--- src/rtl/md_issue_ctrl_pkg.sv ---
// Shared definitions for the MultDiv issue/hazard controller: op codes,
// FSM encoding, default latencies and small op-decode helpers.
package md_issue_ctrl_pkg;

  // E-stage MultDiv op codes
  localparam logic [2:0] MD_OP_MULT  = 3'd0;
  localparam logic [2:0] MD_OP_MULTU = 3'd1;
  localparam logic [2:0] MD_OP_DIV   = 3'd2;
  localparam logic [2:0] MD_OP_DIVU  = 3'd3;
  localparam logic [2:0] MD_OP_MTHI  = 3'd4;
  localparam logic [2:0] MD_OP_MTLO  = 3'd5;
  localparam logic [2:0] MD_OP_NONE  = 3'd7;

  // Busy cycles following the start cycle; shared with the MultDiv unit model
  localparam int unsigned MD_MUL_LAT = 5;
  localparam int unsigned MD_DIV_LAT = 10;

  typedef enum logic [1:0] {
    StIdle = 2'd0,
    StMul  = 2'd1,
    StDiv  = 2'd2
  } md_state_e;

  // mult/multu/div/divu: ops that occupy the unit for several cycles
  function automatic logic md_op_is_arith(input logic [2:0] op);
    return op < MD_OP_MTHI;
  endfunction

  // mthi/mtlo: single-cycle writes of HI or LO
  function automatic logic md_op_is_mt(input logic [2:0] op);
    return (op == MD_OP_MTHI) || (op == MD_OP_MTLO);
  endfunction

  function automatic logic md_op_is_div(input logic [2:0] op);
    return (op == MD_OP_DIV) || (op == MD_OP_DIVU);
  endfunction

endpackage

--- src/rtl/md_issue_ctrl_sat_counter32.sv ---
// 32-bit event counter that sticks at all-ones instead of wrapping.
module sat_counter32 (
  input  logic        clk_i,
  input  logic        rst_ni,
  input  logic        en_i,
  output logic [31:0] cnt_o
);

  logic [31:0] cnt_d, cnt_q;

  // Increment on enable unless already saturated
  always_comb begin
    cnt_d = cnt_q;
    if (en_i && (cnt_q != 32'hFFFF_FFFF)) begin
      cnt_d = cnt_q + 32'd1;
    end
  end

  // Counter register
  always_ff @(posedge clk_i or negedge rst_ni) begin
    if (!rst_ni) begin
      cnt_q <= 32'd0;
    end else begin
      cnt_q <= cnt_d;
    end
  end

  assign cnt_o = cnt_q;

endmodule

--- src/rtl/md_issue_ctrl.sv ---
// E-stage issue and hazard control in front of the MultDiv unit. Issues
// mult/div/mthi/mtlo, predicts unit occupancy with a local latency model,
// stalls D-stage HI/LO users, flags protocol and model errors, and counts
// stall cycles.
module md_issue_ctrl
  import md_issue_ctrl_pkg::*;
#(
  parameter int unsigned MUL_LAT = MD_MUL_LAT,
  parameter int unsigned DIV_LAT = MD_DIV_LAT,
  parameter int unsigned CNT_W   = 4
) (
  input  logic        clk,
  input  logic        reset,
  input  logic        e_valid,
  input  logic        e_flush,
  input  logic [2:0]  e_md_op,
  input  logic        d_md_use,
  input  logic        md_busy,
  output logic        md_start,
  output logic [2:0]  md_op,
  output logic        stall_d,
  output logic        hilo_ready,
  output logic [1:0]  err,
  output logic [31:0] stall_cnt
);

  localparam logic [CNT_W-1:0] MulCntInit = CNT_W'(MUL_LAT - 1);
  localparam logic [CNT_W-1:0] DivCntInit = CNT_W'(DIV_LAT - 1);

  md_state_e        state_d, state_q;
  logic [CNT_W-1:0] cnt_d, cnt_q;
  logic [2:0]       op_d, op_q;
  logic [1:0]       err_d, err_q;

  logic e_req;      // live, unflushed E-stage instruction
  logic idle;
  logic issue;      // multi-cycle op accepted this cycle
  logic mt_write;   // mthi/mtlo passed through this cycle
  logic illegal;    // md request while the unit is still occupied
  logic busy_pred;

  // Request decode and hazard outputs
  always_comb begin
    e_req      = e_valid & ~e_flush;
    idle       = (state_q == StIdle);
    issue      = e_req & md_op_is_arith(e_md_op) & idle;
    mt_write   = e_req & md_op_is_mt(e_md_op) & idle;
    illegal    = e_req & (e_md_op <= MD_OP_MTLO) & ~idle;
    busy_pred  = issue | ~idle;

    md_start   = issue;
    // Only legal ops ever reach the unit; everything else replays the held op
    md_op      = (issue | mt_write) ? e_md_op : op_q;
    stall_d    = d_md_use & busy_pred;
    hilo_ready = ~busy_pred;
    err        = err_q;
  end

  // Occupancy FSM, held op and sticky error next-state
  always_comb begin
    state_d = state_q;
    cnt_d   = cnt_q;
    op_d    = op_q;
    err_d   = err_q;

    unique case (state_q)
      StIdle: begin
        if (issue) begin
          op_d = e_md_op;
          if (md_op_is_div(e_md_op)) begin
            state_d = StDiv;
            cnt_d   = DivCntInit;
          end else begin
            state_d = StMul;
            cnt_d   = MulCntInit;
          end
        end
      end
      StMul, StDiv: begin
        if (cnt_q != '0) begin
          cnt_d = cnt_q - 1'b1;
        end else begin
          state_d = StIdle;
        end
      end
      default: begin
        state_d = StIdle;
        cnt_d   = '0;
      end
    endcase

    if (illegal) begin
      err_d[1] = 1'b1;
    end
    // Only meaningful while the model expects the unit to be working
    if (busy_pred && (busy_pred != md_busy)) begin
      err_d[0] = 1'b1;
    end
  end

  // State registers
  always_ff @(posedge clk or negedge reset) begin
    if (!reset) begin
      state_q <= StIdle;
      cnt_q   <= '0;
      op_q    <= 3'd0;
      err_q   <= 2'b00;
    end else begin
      state_q <= state_d;
      cnt_q   <= cnt_d;
      op_q    <= op_d;
      err_q   <= err_d;
    end
  end

  sat_counter32 u_stall_cnt (
    .clk_i  (clk),
    .rst_ni (reset),
    .en_i   (stall_d),
    .cnt_o  (stall_cnt)
  );

endmodule

--- config.mk ---
export PLATFORM = sky130hd
export DESIGN_NAME = md_issue_ctrl
export DESIGN_NICKNAME = d
export VERILOG_FILES = /design/src/rtl/md_issue_ctrl_pkg.sv /design/src/rtl/md_issue_ctrl_sat_counter32.sv /design/src/rtl/md_issue_ctrl.sv
export SDC_FILE = /design/constraint.sdc
export NUM_CORES = 1
export LEC_CHECK = 0
export BUFFER_PORTS_ARGS = -buffer_cell sky130_fd_sc_hd__buf_2
export CORE_UTILIZATION = 45
export CTS_CLUSTER_DIAMETER = 50
export DETAILED_ROUTE_END_ITERATION = 8
export HOLD_SLACK_MARGIN = 0.03
export PLACE_DENSITY = 0.64
export SETUP_SLACK_MARGIN = 0.2
export SYNTH_ARGS = -nofsm -noshare
export SYNTH_HDL_FRONTEND = slang
export SYNTH_SLANG_ARGS = --single-unit
--- constraint.sdc ---
create_clock -name clk -period 2.15 [get_ports clk]
set_clock_uncertainty 0.1 [all_clocks]
set_input_delay 0.1075 -clock clk [delete_from_list [all_inputs] [get_ports clk]]
set_output_delay 0.1075 -clock clk [all_outputs]
set_load 0.005 [all_outputs]
Word-level counts from Yosys, hierarchy flattened
Index checks and enable logic that the tools add are counted.
W data, S select, Z words.
{"block": "totals", "regBits": 43, "out_inout_bits": 40}
{"block": "classes", "addsub": 2, "order_cmp": 2, "n_eq_ne": 11, "mux": 9, "bitwise_logic": 13, "reduce_logical": 10}
{"operator": "$add A32 B1 Y32 const B", "count": 1}
{"operator": "$ne A32 B32 Y1 const B", "count": 1}
{"operator": "$mux W4", "count": 3}
{"operator": "$and A1 B1 Y1", "count": 8}
{"operator": "$pmux W4 S2", "count": 1}
{"operator": "$eq A3 B2 Y1 const B", "count": 2}
{"operator": "$eq A3 B3 Y1 const B", "count": 2}
{"operator": "$mux W2", "count": 3}
{"operator": "$ne A2 B2 Y1 const B", "count": 3}
{"operator": "$reduce_and A2 Y1", "count": 3}
{"operator": "$pmux W2 S2", "count": 1}
{"operator": "$reduce_bool A4 Y1", "count": 1}
{"operator": "$sub A4 B1 Y4 const B", "count": 1}
{"operator": "$le A3 B3 Y1 const B", "count": 1}
{"operator": "$lt A3 B3 Y1 const B", "count": 1}
{"operator": "$mux W3", "count": 1}
{"operator": "$not A1 Y1", "count": 3}
{"operator": "$eq A2 B1 Y1 const B", "count": 1}
{"operator": "$eq A2 B2 Y1 const B", "count": 1}
{"operator": "$logic_and A1 B1 Y1", "count": 2}
{"operator": "$logic_not A2 Y1", "count": 1}
{"operator": "$logic_or A1 B1 Y1", "count": 2}
{"operator": "$or A1 B1 Y1", "count": 2}
{"operator": "$reduce_or A2 Y1", "count": 1}
{"operator": "$ne A1 B1 Y1", "count": 1}

Logic depth before layout (Yosys ltp)
{"block": "depth", "ltp_word": 7, "ltp_mapped": 8, "depth_no_buf": 8}

Hierarchy
Synthesis repeated with hierarchy kept, for this count alone.
{"block": "unflattened", "cells_unflattened": 221, "hier_area_um2": 2285.9}
{"mod": "sat_counter32", "instances": 1, "cells_each": 151, "area_each_um2": 1624.1, "seq_area_each_um2": 800.8}
{"mod": "md_issue_ctrl", "instances": 1, "cells_each": 70, "area_each_um2": 661.9, "seq_area_each_um2": 275.3}

Worst setup path before layout
Ideal clock, no wire load.
{"block": "synth_path", "path_type": "reg2reg", "from": "register u_stall_cnt.cnt_q[0], in the netlist u_stall_cnt.cnt_o[0]", "to": "register u_stall_cnt.cnt_q[1], in the netlist u_stall_cnt.cnt_o[1]", "setup_ps": 125, "t_arrival_ps": 1658, "path_slack_ps": 267, "path_stages_with_launch": 6, "path_buffers": 0, "period_less_slack_ps": 1883, "path_cell_list": "dfrtp_1 -> ha_1 -> nand3_1 -> nor4_4 -> a31oi_4 -> mux2_4"}
{"block": "synth_between", "elab_chain_len": 2, "word_cells_on_any_way": 3, "classes_between": "add/sub: 1; eq/ne: 1; reduce/logical: 1"}
{"element": "from (decl)", "line": "md_issue_ctrl_sat_counter32.sv:9", "rtl": "logic [31:0] cnt_d, cnt_q;"}
{"element": "from (signal assigned)", "line": "md_issue_ctrl_sat_counter32.sv:24", "rtl": "cnt_q <= cnt_d;"}
{"element": "branches (longest 2 deep; another with $add A32 B1 Y32)"}
Several ways; the timed one is not identified.
A chain may end at the register's enable or synchronous reset.

Worst setup path in the final report
{"block": "layout_path", "from": "register state_q[1]", "to": "register u_stall_cnt.cnt_q[1], in the netlist u_stall_cnt.cnt_o[1]"}
{"block": "layout_between", "elab_chain_len": 5, "word_cells_on_any_way": 6, "classes_between": "bitwise: 4; reduce/logical: 2"}
{"element": "from (decl)", "line": "md_issue_ctrl.sv:30", "rtl": "md_state_e state_d, state_q;"}
{"element": "from (signal assigned)", "line": "md_issue_ctrl.sv:104", "rtl": "state_q <= StIdle;"}
{"element": "from (signal assigned)", "line": "md_issue_ctrl.sv:109", "rtl": "state_q <= state_d;"}
{"element": "$logic_not A2 Y1 (*)", "line": "md_issue_ctrl.sv:45", "rtl": "idle = (state_q == StIdle);"}
{"element": "$and A1 B1 Y1 / $not A1 Y1 (equally long branches)", "line": "md_issue_ctrl.sv:46, md_issue_ctrl.sv:49"}
{"element": "$or A1 B1 Y1 (*)", "line": "md_issue_ctrl.sv:49", "rtl": "busy_pred = issue | ~idle;"}
{"element": "$and A1 B1 Y1 (*)", "line": "md_issue_ctrl.sv:54", "rtl": "stall_d = d_md_use & busy_pred;"}
{"element": "$logic_and A1 B1 Y1 (*)", "line": "md_issue_ctrl_sat_counter32.sv:14", "rtl": "if (en_i && (cnt_q != 32'hFFFF_FFFF)) begin"}
Mark *: on every way between the ends. The rest lies on a longest branch, timed or not.

==> reports/summary.txt <==
Total Nets Final: 300
DRT iter0 DRCs: 83
drt pass-1 iters: 4
FMAX: 526 MHz
top-count cell post-synth: dfrtp_1
P_int: 1.65 mW
syn_nets: 229
CTS tree: done
die area: 5470 um^2
CP startpoint kind: flip-flop
PwrDens: 841 nW/um^2
first-pass GRT wire length: 8.10 mm
status: completed
CP peak stage delay: 0.37 ns
Levels on crit path: 7
Antenna diodes: 0
Remaining Overflow, GRT: 0
LEAKAGE: 1.35 nW
Design Area, Final: 2960 um^2
IO Pins: 49
largest net degree at the start of global routing: 18
synth cell count leaders: dfrtp_1 (43), nand2_1 (20), xnor2_1 (20)
critical path capture point type: flip-flop
Yosys reg bits: 43
post-synthesis cell area: 2330 um^2
DP HPWL: 3.66 mm
die width: 74.0 um
count of final max-slew check failures: 0
H-tree lvl count: 2
top_reg_cell synth: dfrtp_1
Seq pwr share: 43.6%
clock sinks: 43
switching power total: 0.837 mW
Clock power frac: 23.1%
DRC Markers: 0
Mapped Cells: 215
fin util: 61.1%
Synth top area share: 46.2%
critical path cell sequence: inv_2 > ha_4 > and2b_2 > nor2_4 > buf_12 > a31oi_4 > mux2_4
r2r setup slk: 0.25 ns
total CTS buffers: 5
WL final: 4.95 mm
P&R area growth vs syn: 27.1%
worst vdd ir: 0.454 mV
Worst Hold Class: primary input to flip-flop
Vias: 1840
max-cap violations: 0
final hold vios: 0
post-DR vias/cell: 5.20
worst rel slew slack: 71.2%
Syn Area/Cell: 10.8 um^2
switching share of total power: 33.6%
vias in the first global route: 1690
EDFF count, synth: 0
gr usage total: 19.6%
Worst-Skew Late Latency: 0.30 ns
Tot Pwr: 2.49 mW
CP Data Required Time: 2.23 ns
Filler cells: 423
top post-synthesis cells by area: dfrtp_1 (46%), xnor2_1 (7.5%), nand3_1 (3.7%), nand2_1 (3.2%), xor2_1 (3.0%)
per-cell routed wire length: 14.0 um
worst path bufs/invs: 2
final worst-path cycle share: 88.4%
PortBufs: 48
Final setup viols: 0
worst slew pin tran: 0.429 ns
initial antenna violation count: 0
critical path class: flip-flop to flip-flop
R2R depth: 7
Placed Area: 2710 um^2
dominant delay contributor by cell family on the critical path: flip-flops
Antenna Violating Nets Remaining: 0
Yosys warnings: 0
core box area: 4850 um^2
die outline height: 74.0 um
Row Count: 25
Synth cell types: 48
CTS Buffer Depth: 2
worst hold stages: 3
Clock Tree Root: clkbuf_8
Final min period: 1.90 ns
RSZ-0062 raised after global routing: true
gpl congestion: 0.769
Starting Density: 48.1%
asr flop ratio synth: 100%
Crit Path Max Fanout: 9
Comb pwr share: 33.3%
setup TNS: 0 ns
post-synthesis sequential area ratio: 46.2%
CP max stage cell: dfrtp_1
area leader, netlist: dfrtp_1
Worst-path clk slew: 0.09 ns
CP Data Arrival Time: 1.98 ns
share of cells above drive strength 1: 36.2%
[cell type report]
cell class,instances,area (um^2),area share [%]
multi-input cells,162,1270,43.1
flip-flops and latches,43,1080,36.4
repair buffers,64,383,12.9
clock buffers,7,96.3,3.25
well taps,67,83.8,2.83
inverters,10,37.5,1.27
clock inverters,1,7.51,0.253
[through the flow]
stage | std cells | worst slack [ns] | hold WS (ns)
final | 354 | 0.250 | 0.0878
after global placement | 338 | 0.182 | -0.0962
after CTS | 351 | 0.198 | 0.0694
after global routing | 354 | 0.169 | 0.0986
after detailed placement | 338 | 0.0944 | -0.0904
after floorplan | 215 | 0.267 | -0.288
[registers in the layout, indices dropped and copies added (netlist names)]
name,cells
cnt_q,4
err,2
op_q,3
state_q,2
u_stall_cnt.cnt_o,32
[cells by family after synthesis]
family | synth area share (%)
buf+inv | 1.61
xor+xnor | 10.5
simple gates | 27.8
fa+ha+maj | 2.69
mux | 2.58
compound gates | 8.65
flops | 46.2
[power by group through the flow]
stage	clock [mW]	sequential (mW)	combinational, mW
2_1_floorplan	0	1.07	0.488
3_3_place_gp	0	1.09	0.720
3_5_place_dp	0	1.09	0.734
4_1_cts	0.591	1.08	0.762
5_1_grt	0.624	1.11	0.941
6_report	0.576	1.09	0.828
[worst paths after layout]
check | start | end
max in group asynchronous | reset | u_stall_cnt.cnt_o[14]
hold reg to reg | err[1] | err[1]
min in group asynchronous | reset | cnt_q[2]
setup / recovery | state_q[1] | u_stall_cnt.cnt_o[1]
setup reg to reg | state_q[1] | u_stall_cnt.cnt_o[1]
hold / removal | e_md_op[2] | err[1]
[per-layer routing]
layer	vias up	track usage, %	wire length, um
met5	-	0	0
met4	0	5.77	60
met3	5	4.34	216
met2	46	30.8	2170
met1	862	27.4	2500
li1	927	-	-
[cell usage in the layout, fill, tap and decap left out, types with 3 or more instances in the layout]
cell type	netlist	routed
buf_2	0	48
dfrtp_1	43	41
nand2_1	20	20
xnor2_1	20	20
nand3_1	17	16
buf_4	0	11
nor2_1	12	10
nand4_1	10	10
inv_1	10	8
xor2_1	8	8
clkbuf_8	0	7
and3_1	6	6
a21oi_1	6	5
mux2_2	4	4
o31ai_1	4	4
o21ai_0	4	4
ha_1	5	4
dlygate4sd3_1	0	4
nor2_2	1	3
nor3_1	3	3
nor4_4	3	3
nor3_2	4	3
[tightest hold or removal path, cell delays in order]
cell,delay [ns]
buf_2,0.14
nand2_1,0.07
a31o_2,0.14
[repair_timing]
action                                  CTS  global route
endpoints found under the hold margin    46             0
pin swaps                                 2             6
endpoints found under the setup margin    8            28
resized for setup                         3            11
hold buffers                              4             0
setup buffers                             1             3
No activity file was read; power rests on OpenSTA's default activity.
